===== src/rtl/imm_decode_stage.sv =====
// imm_decode_stage
// ----------------
// Registered immediate-decode stage between the IFU and the EXU. Each accepted
// 32-bit RV instruction is classified by immediate format. The XLEN-wide
// immediate is built and registered together with the PC. A two-entry buffer
// (main register plus skid register) keeps full throughput under backpressure.
// Unsupported encodings are flagged and counted in a saturating counter.
//
// Ports
//   clk, rst_n            rising-edge clock, asynchronous active-low reset
//   flush                 synchronous kill of every buffered entry
//   in_valid/in_ready     upstream handshake (in_ready is registered)
//   in_inst, in_pc        instruction word and its PC
//   out_valid/out_ready   downstream handshake
//   out_pc, out_imm       PC and extended immediate of the head entry
//   out_type              0 NONE, 1 I, 2 S, 3 B, 4 U, 5 J, 6 Z
//   out_illegal           head entry has an unsupported encoding
//   illegal_cnt           saturating count of accepted illegal instructions
module imm_decode_stage #(
    parameter int XLEN  = 64,
    parameter int CNT_W = 8
) (
    input  logic             clk,
    input  logic             rst_n,
    input  logic             flush,
    input  logic             in_valid,
    output logic             in_ready,
    input  logic [31:0]      in_inst,
    input  logic [XLEN-1:0]  in_pc,
    output logic             out_valid,
    input  logic             out_ready,
    output logic [XLEN-1:0]  out_pc,
    output logic [XLEN-1:0]  out_imm,
    output logic [2:0]       out_type,
    output logic             out_illegal,
    output logic [CNT_W-1:0] illegal_cnt
);

    typedef enum logic [2:0] {
        IMM_NONE = 3'd0,
        IMM_I    = 3'd1,
        IMM_S    = 3'd2,
        IMM_B    = 3'd3,
        IMM_U    = 3'd4,
        IMM_J    = 3'd5,
        IMM_Z    = 3'd6
    } imm_type_e;

    localparam bit IS64 = (XLEN == 64);

    imm_type_e       dec_type;
    logic            dec_illegal;
    logic [XLEN-1:0] dec_imm;

    logic            main_valid;
    logic [XLEN-1:0] main_pc;
    logic [XLEN-1:0] main_imm;
    logic [2:0]      main_type;
    logic            main_illegal;

    logic            skid_valid;
    logic [XLEN-1:0] skid_pc;
    logic [XLEN-1:0] skid_imm;
    logic [2:0]      skid_type;
    logic            skid_illegal;

    logic            accept;
    logic            deliver;

    // Format classification from the opcode. The RV64-only W opcodes are
    // rejected as illegal when the stage is built for RV32.
    always_comb begin
        dec_type    = IMM_NONE;
        dec_illegal = 1'b0;
        if (in_inst[1:0] != 2'b11) begin
            dec_illegal = 1'b1;
        end else begin
            case (in_inst[6:0])
                7'b0010011, 7'b0000011, 7'b1100111: dec_type = IMM_I;
                7'b0011011: begin
                    if (IS64) dec_type = IMM_I;
                    else      dec_illegal = 1'b1;
                end
                7'b0100011:             dec_type = IMM_S;
                7'b1100011:             dec_type = IMM_B;
                7'b0110111, 7'b0010111: dec_type = IMM_U;
                7'b1101111:             dec_type = IMM_J;
                7'b1110011: begin
                    if (in_inst[14]) dec_type = IMM_Z;
                end
                7'b0110011, 7'b0001111: dec_type = IMM_NONE;
                7'b0111011: begin
                    if (!IS64) dec_illegal = 1'b1;
                end
                default:                dec_illegal = 1'b1;
            endcase
        end
    end

    // Immediate assembly. Sign extension comes from sizing a signed field
    // up to XLEN. The CSR zimm field is zero-extended.
    always_comb begin
        dec_imm = '0;
        case (dec_type)
            IMM_I: dec_imm = XLEN'($signed(in_inst[31:20]));
            IMM_S: dec_imm = XLEN'($signed({in_inst[31:25], in_inst[11:7]}));
            IMM_B: dec_imm = XLEN'($signed({in_inst[31], in_inst[7], in_inst[30:25],
                                             in_inst[11:8], 1'b0}));
            IMM_U: dec_imm = XLEN'($signed({in_inst[31:12], 12'b0}));
            IMM_J: dec_imm = XLEN'($signed({in_inst[31], in_inst[19:12], in_inst[20],
                                             in_inst[30:21], 1'b0}));
            IMM_Z: dec_imm = XLEN'(in_inst[19:15]);
            default: dec_imm = '0;
        endcase
    end

    assign in_ready = ~skid_valid;
    assign accept   = in_valid & in_ready & ~flush;
    assign deliver  = main_valid & out_ready;

    // Buffer control. The pair {main_valid, skid_valid} is the EMPTY/BUSY/FULL
    // occupancy. The skid register is only filled while the main register
    // stalls, so the output stays FIFO-ordered. Flush drops both entries and
    // wins over a same-cycle deliver.
    always_ff @(posedge clk or negedge rst_n) begin
        if (!rst_n) begin
            main_valid   <= 1'b0;
            main_pc      <= '0;
            main_imm     <= '0;
            main_type    <= '0;
            main_illegal <= 1'b0;
            skid_valid   <= 1'b0;
            skid_pc      <= '0;
            skid_imm     <= '0;
            skid_type    <= '0;
            skid_illegal <= 1'b0;
        end else if (flush) begin
            main_valid <= 1'b0;
            skid_valid <= 1'b0;
        end else if (!main_valid) begin
            if (accept) begin
                main_valid   <= 1'b1;
                main_pc      <= in_pc;
                main_imm     <= dec_imm;
                main_type    <= dec_type;
                main_illegal <= dec_illegal;
            end
        end else if (skid_valid) begin
            if (deliver) begin
                main_pc      <= skid_pc;
                main_imm     <= skid_imm;
                main_type    <= skid_type;
                main_illegal <= skid_illegal;
                skid_valid   <= 1'b0;
            end
        end else begin
            if (accept && deliver) begin
                main_pc      <= in_pc;
                main_imm     <= dec_imm;
                main_type    <= dec_type;
                main_illegal <= dec_illegal;
            end else if (accept) begin
                skid_valid   <= 1'b1;
                skid_pc      <= in_pc;
                skid_imm     <= dec_imm;
                skid_type    <= dec_type;
                skid_illegal <= dec_illegal;
            end else if (deliver) begin
                main_valid <= 1'b0;
            end
        end
    end

    // Illegal-instruction counter. It saturates at all-ones and survives flush.
    always_ff @(posedge clk or negedge rst_n) begin
        if (!rst_n) begin
            illegal_cnt <= '0;
        end else if (accept && dec_illegal && (illegal_cnt != {CNT_W{1'b1}})) begin
            illegal_cnt <= illegal_cnt + 1'b1;
        end
    end

    assign out_valid   = main_valid;
    assign out_pc      = main_pc;
    assign out_imm     = main_imm;
    assign out_type    = main_type;
    assign out_illegal = main_illegal;

endmodule


===== config.mk =====
export PLATFORM = sky130hd
export DESIGN_NAME = imm_decode_stage
export DESIGN_NICKNAME = d
export VERILOG_FILES = /design/src/rtl/imm_decode_stage.sv
export SDC_FILE = /design/constraint.sdc
export NUM_CORES = 1
export LEC_CHECK = 0
export ABC_AREA = 1
export CORE_UTILIZATION = 30
export DETAILED_ROUTE_END_ITERATION = 10
export GPL_TIMING_DRIVEN = 1
export HOLD_SLACK_MARGIN = 0.03
export SLEW_MARGIN = 30
export SYNTH_ARGS = -nofsm -noshare
export SYNTH_HDL_FRONTEND = slang
export SYNTH_SLANG_ARGS = --single-unit

===== constraint.sdc =====
create_clock -name clk -period 1.97 [get_ports clk]
set_input_delay 0.2955 -clock clk [delete_from_list [all_inputs] [get_ports clk]]
set_output_delay 0.2955 -clock clk [all_outputs]
set_load 0.02 [all_outputs]

==> flow_metrics.py, run 1 <==
metrics = {
    "status": {
        "status": "finished, final reports clean",
    },
    "run": {
        "maxCapViolCount": 0,
    },
    "floorplanning": {
        "ios": 243,
        "die_w_um": 186,
        "core_region_area_um2": 33400,
        "start_util_pct": 30.5,
        "die_y_um": 186,
        "row_count": 67,
        "dieArea_um2": 34700,
    },
    "timing": {
        "fin_crit_sh_pct": 96.6,
        "fmax_mhz": 526,
        "hold_slack_ns": 0.314,
        "relSlewSlack_pct": 66.2,
        "setup_slack_ns": 0.0677,
        "tightest_slew_ns": 0.508,
        "hold_viol": 0,
        "rsz0062_at_grt": "false",
        "drv_slew": 0,
        "finalSetupViolCount": 0,
        "finalCriticalPeriod_ns": 1.90,
        "skew_ns": 0.0134,
    },
    "logic_synthesis": {
        "synth_area_per_cell_um2": 8.52,
        "ys_async_sr_fraction_pct": 100,
        "syn-num-nets": 1298,
        "yosysTopAreaCell": "dfrtp_1",
        "yosysUniqueCellTypes": 31,
        "synth-edff-count": 0,
        "synthFlopType": "dfrtp_1",
        "synthTopCellsByArea": "dfrtp_1 (52%), nand2_1 (13%), mux2_2 (7.3%)",
        "synth_top_area_share_pct": 51.6,
        "synth.most_common_cell": "nand2_1",
        "ys_ff_latch": 210,
        "netlist_area_um2": 10200,
        "synth_warnings": 0,
        "synth-seq-area-share_pct": 51.6,
        "synth_cells": 1196,
        "synthTopCellsByCount": "nand2_1 (357), dfrtp_1 (210), nor2_1 (133)",
    },
    "cells_and_area": {
        "drive_gt1_share_pct": 13.3,
        "stdcell_area_um2": 14000,
        "area_delta_synth_final_pct": 37.8,
        "multi_input_area_um2": 4060,
        "nets": 1524,
        "fillers": 3284,
        "seq_area_um2": 5260,
    },
    "detailed_routing": {
        "num_vias": 8720,
        "wl_per_cell_um": 14.9,
        "drt_drc_violations_left": 0,
        "viasPerCell": 4.62,
        "wirelength_um": 28100,
        "drtIter0Drc": 520,
        "dr.pass1.iters": 5,
        "ant_nets": 0,
    },
    "worst_setup_path": {
        "path_cells": "clkdlybuf4s50_1",
        "cp.required_ns": 1.67,
        "crit_start": "out_valid$_DFF_PN0_",
        "slowest_stage": "clkdlybuf4s50_1",
        "regToRegStartpoint": "illegal_cnt[0]$_DFFE_PN0P_",
        "critPathTopFamily": "buffers and inverters",
        "worst-path-buf-inv": 1,
        "critPathMaxFanout": 5,
        "arrival_ns": 1.61,
        "crit_path_start_kind": "register",
        "worstSetupPathType": "reg2out",
        "end_kind": "output pin",
        "slowest_delay_ns": 0.64,
    },
    "cts": {
        "cts.sinks": 210,
        "insertion_delay_ns": 0.52,
        "numCtsBuffers": 25,
        "htreeDepth": 1,
        "clockBufferDepth": 3,
        "clock-root-buffer": "clkbuf_16",
        "cts_tree": "done",
        "clkTransAtPathRegs_ns": 0.06,
    },
    "pwr": {
        "power_density_nw_per_um2": 939,
        "vdd_ir_drop_max_mv": 0.539,
        "p_leak_nw": 6.85,
    },
    "hold_path": {
        "hp-class": "in2async",
    },
    "global_route": {
        "grtUsageTotal_pct": 16.4,
        "overflow": 0,
        "first_global_vias": 8478,
        "grt_max_degree": 86,
        "grt_pass1_wl_um": 46400,
        "antenna_found_initial": 1,
    },
    "place": {
        "gp_congestion": 0.871,
        "preCtsSetupSlack_ns": -0.104,
        "placed_area_um2": 13200,
        "io_buffers": 242,
        "dpl.hpwl_um": 19400,
    },
}
[power by group]
part / switching, mW / leakage, nW / internal [mW]
Clock: 1.80 / 0.417 / 2.93
Combinational: 1.44 / 3.86 / 1.44
Sequential: 0.426 / 2.58 / 5.15
[cell families after synthesis]
group | count (synthesis) | share of synthesized area (%)
simple gates | 578 | 23.2
flops | 210 | 51.6
buf+inv | 181 | 8.79
compound gates | 154 | 8.52
mux | 66 | 7.29
xor+xnor | 6 | 0.516
fa+ha+maj | 1 | 0.123
[timing repair]
action	4_1_cts	5_1_grt
endpoints found under the setup margin	33	1
hold endpoints to repair	49	0
buffers inserted	0	0
gates resized for setup	33	1
hold buffers	1	0
[state kept, by name (all words and copies together), names as in the netlist, 3 cells and up]
signal	cells
skid_imm	32
skid_type	3
illegal_cnt	8
out_pc	64
skid_pc	64
out_imm	32
out_type	3
[layout make-up]
class,instances,area share [%]
Clock inverter,9,0.900
Timing Repair Buffer,298,21.4
Multi-Input combinational cell,805,28.9
Tap cell,448,3.99
Antenna cell,2,0.0356
Inverter,82,2.22
Clock buffer,34,5.12
Sequential cell,210,37.4
[cells in the final DEF (no fill, tap or decap), types with 8 or more instances in the layout]
cell / n
clkdlybuf4s50_1: 207
o21ai_0: 24
dfrtp_1: 210
nand4_1: 11
a21oi_1: 45
nand3_1: 56
dlygate4sd2_1: 33
buf_12: 16
a31oi_1: 66
o21ai_1: 17
nand2_2: 8
clkbuf_16: 25
nor2_1: 133
nand2_1: 356
mux2_2: 66
inv_1: 74
buf_4: 39
[layer usage]
layer  global-route usage, %  routed length, um  up-vias
li1                        -                  -     4299
met1                    22.1              12800     4158
met2                    26.9              13100      223
met3                    2.58               1460       40
met4                    5.09                716        0
met5                       0                  0        -
[path summary, 6_finish.rpt]
kind / end / slack (ns) / cells after the start
worst max-delay path: out_valid / 0.07 / 1
worst min-delay path: illegal_cnt[2]$_DFFE_PN0P_ / 0.31 / 2
worst max register to register: illegal_cnt[7]$_DFFE_PN0P_ / 0.22 / 7
worst min register to register: out_imm[15]$_DFFE_PN0P_ / 0.48 / 2
max in group asynchronous: out_pc[28]$_DFFE_PN0P_ / 1.02 / 3
min in group clk: out_pc[13]$_DFFE_PN0P_ / 0.36 / 3
[through the flow]
stage	setup TNS [ns]	util, %	instances	power (mW)
6_report	0	42.0	1888	13.2
5_1_grt	0	42.0	1887	13.9
3_3_place_gp	-0.518	39.5	1842	8.53
3_5_place_dp	-1.95	39.5	1842	8.60
2_1_floorplan	0	-	1196	7.16
4_1_cts	0	42.0	1886	13.4
(Power assumes the default switching activity.)
==> inputs of run 2 (changes only) <==
==> constraint.sdc (replaced) <==
create_clock -name clk -period 1.97 [get_ports clk]
set_input_delay 0.394 -clock clk [delete_from_list [all_inputs] [get_ports clk]]
set_output_delay 0.394 -clock clk [all_outputs]
set_load 0.02 [all_outputs]
==> flow_metrics.py, run 2 (synthesis results as in run 1) <==
metrics = {
    "detailed_routing": {
        "wl_per_cell_um": 14.9,
        "drt_drc_violations_left": 0,
        "num_vias": 8706,
        "ant_nets": 0,
        "viasPerCell": 4.60,
        "wirelength_um": 28100,
        "dr.pass1.iters": 5,
        "drtIter0Drc": 573,
    },
    "cts": {
        "cts_setup_buffers": 0,
        "htreeDepth": 1,
        "cts_tree": "done",
        "insertion_delay_ns": 0.52,
        "cts.sinks": 210,
        "clock-root-buffer": "clkbuf_16",
        "numCtsBuffers": 25,
        "clockBufferDepth": 3,
        "clkTransAtPathRegs_ns": 0.06,
    },
    "pwr": {
        "vdd_ir_drop_max_mv": 0.543,
        "finalPower_mw": 13.3,
        "clkPwrFrac_pct": 36.6,
        "power_switching_mw": 3.74,
        "power_density_nw_per_um2": 942,
        "p_leak_nw": 7.03,
        "internal_power_mw": 9.54,
        "p_seq_share_pct": 42.0,
        "swShare_pct": 28.1,
        "combPwrFrac_pct": 21.4,
    },
    "cells_and_area": {
        "area_delta_synth_final_pct": 38.2,
        "stdcell_area_um2": 14100,
        "nets": 1525,
        "final_cell_mix": "nand2_1 (356), dfrtp_1 (210), clkdlybuf4s50_1 (183), nor2_1 (133), inv_1 (74)",
        "drive_gt1_share_pct": 13.5,
        "final_common_cell": "nand2_1",
    },
    "timing": {
        "hold_viol": 0,
        "setup_slack_ns": 0.0518,
        "rsz0062_at_grt": "false",
        "finalCriticalPeriod_ns": 1.92,
        "tightest_slew_ns": 0.456,
        "fmax_mhz": 521,
        "hold_slack_ns": 0.349,
        "fin_crit_sh_pct": 97.4,
        "relSlewSlack_pct": 69.6,
        "tns_ns": 0,
        "finalSetupViolCount": 0,
        "drv_slew": 0,
        "skew_ns": 0.00776,
    },
    "place": {
        "io_buffers": 242,
        "preCtsSetupSlack_ns": -0.206,
        "placed_area_um2": 13200,
        "gp_congestion": 0.852,
        "dpl.hpwl_um": 19300,
    },
    "global_route": {
        "overflow": 0,
        "antenna_found_initial": 1,
        "grtUsageTotal_pct": 16.3,
        "grt_pass1_wl_um": 46400,
        "grt_max_degree": 70,
        "first_global_vias": 8461,
    },
    "run": {
        "maxCapViolCount": 0,
    },
    "worst_setup_path": {
        "arrival_ns": 1.52,
        "critPathTopFamily": "buffers and inverters",
        "path_cells": "clkdlybuf4s50_1",
        "slowest_stage": "clkdlybuf4s50_1",
        "critPathMaxFanout": 2,
        "crit_path_start_kind": "register",
        "worstSetupPathType": "reg2out",
        "end_kind": "output pin",
        "slowest_delay_ns": 0.65,
        "worst-path-buf-inv": 1,
        "cp.required_ns": 1.58,
    },
    "floorplanning": {
        "row_count": 67,
        "start_util_pct": 30.5,
        "dieArea_um2": 34700,
        "die_w_um": 186,
        "ios": 243,
        "die_y_um": 186,
        "core_region_area_um2": 33400,
    },
    "hold_path": {
        "hp-class": "in2async",
    },
    "status": {
        "status": "finished, final reports clean",
    },
}
-- run 2: cell count changes in the layout (fill, tap and decap cells not counted) --
| cell | before | now |
|---|---|---|
| buf_12 | 16 | 17 |
| dlymetal6s2s_1 | 1 | 10 |
| clkbuf_8 | 6 | 7 |
| clkinv_2 | 5 | 7 |
| clkinvlp_4 | 1 | 0 |
| dlygate4sd2_1 | 33 | 48 |
| diode_2 | 2 | 1 |
| inv_6 | 1 | 2 |
| clkdlybuf4s50_1 | 207 | 183 |
-- run 2: final timing paths --
path / startpoint / end / slack [ns] / depth (start not counted)
max in group asynchronous: rst_n / out_pc[22]$_DFFE_PN0P_ / 0.94 / 3
setup reg to reg: illegal_cnt[0]$_DFFE_PN0P_ / illegal_cnt[4]$_DFFE_PN0P_ / 0.24 / 7
hold reg to reg: out_imm[30]$_DFFE_PN0P_ / out_imm[30]$_DFFE_PN0P_ / 0.48 / 2
setup / recovery: out_pc[55]$_DFFE_PN0P_ / out_pc[55] / 0.05 / 1
min in group clk: out_ready / skid_valid$_DFFE_PN0P_ / 0.45 / 2
hold / removal: rst_n / illegal_cnt[1]$_DFFE_PN0P_ / 0.35 / 2
-- run 2: stage by stage --
step	std cells	util, %
floorplan	1196	-
global placement	1843	39.6
detailed placement	1843	39.6
CTS	1890	42.0
global route	1891	42.1
finish	1891	42.1
-- run 2: layout make-up --
class	instances	area [um^2]
Multi-Input combinational cell	805	4060
Sequential cell	210	5260
Clock buffer	35	733
Timing Repair Buffer	299	3040
Tap cell	448	561
Clock inverter	11	138
Inverter	82	312
Fill cell	3287	19400
Antenna cell	1	2.50
-- run 2: power groups by stage --
| stage | clock (mW) | combinational [mW] | sequential [mW] |
|---|---|---|---|
| after CTS | 5.03 | 2.89 | 5.59 |
| after floorplan | 0 | 1.17 | 6.00 |
| after detailed placement | 0 | 2.94 | 5.66 |
| after global placement | 0 | 2.90 | 5.63 |
| after global routing | 5.18 | 3.11 | 5.70 |
| final | 4.86 | 2.84 | 5.58 |
-- run 2: layer usage --
layer  routed length (um)  vias up  GRT usage, %
met2                13400      218          27.0
met1                12700     4153          21.7
met5                    0        -             0
met4                  597        0          4.74
met3                 1470       38          2.71
li1                     -     4297             -
-- run 2: timing repair --
action	CTS	global route
resized for setup	48	10
hold buffers	1	0
setup endpoints to repair	48	10
pin swaps	0	0
hold endpoints to repair	28	0
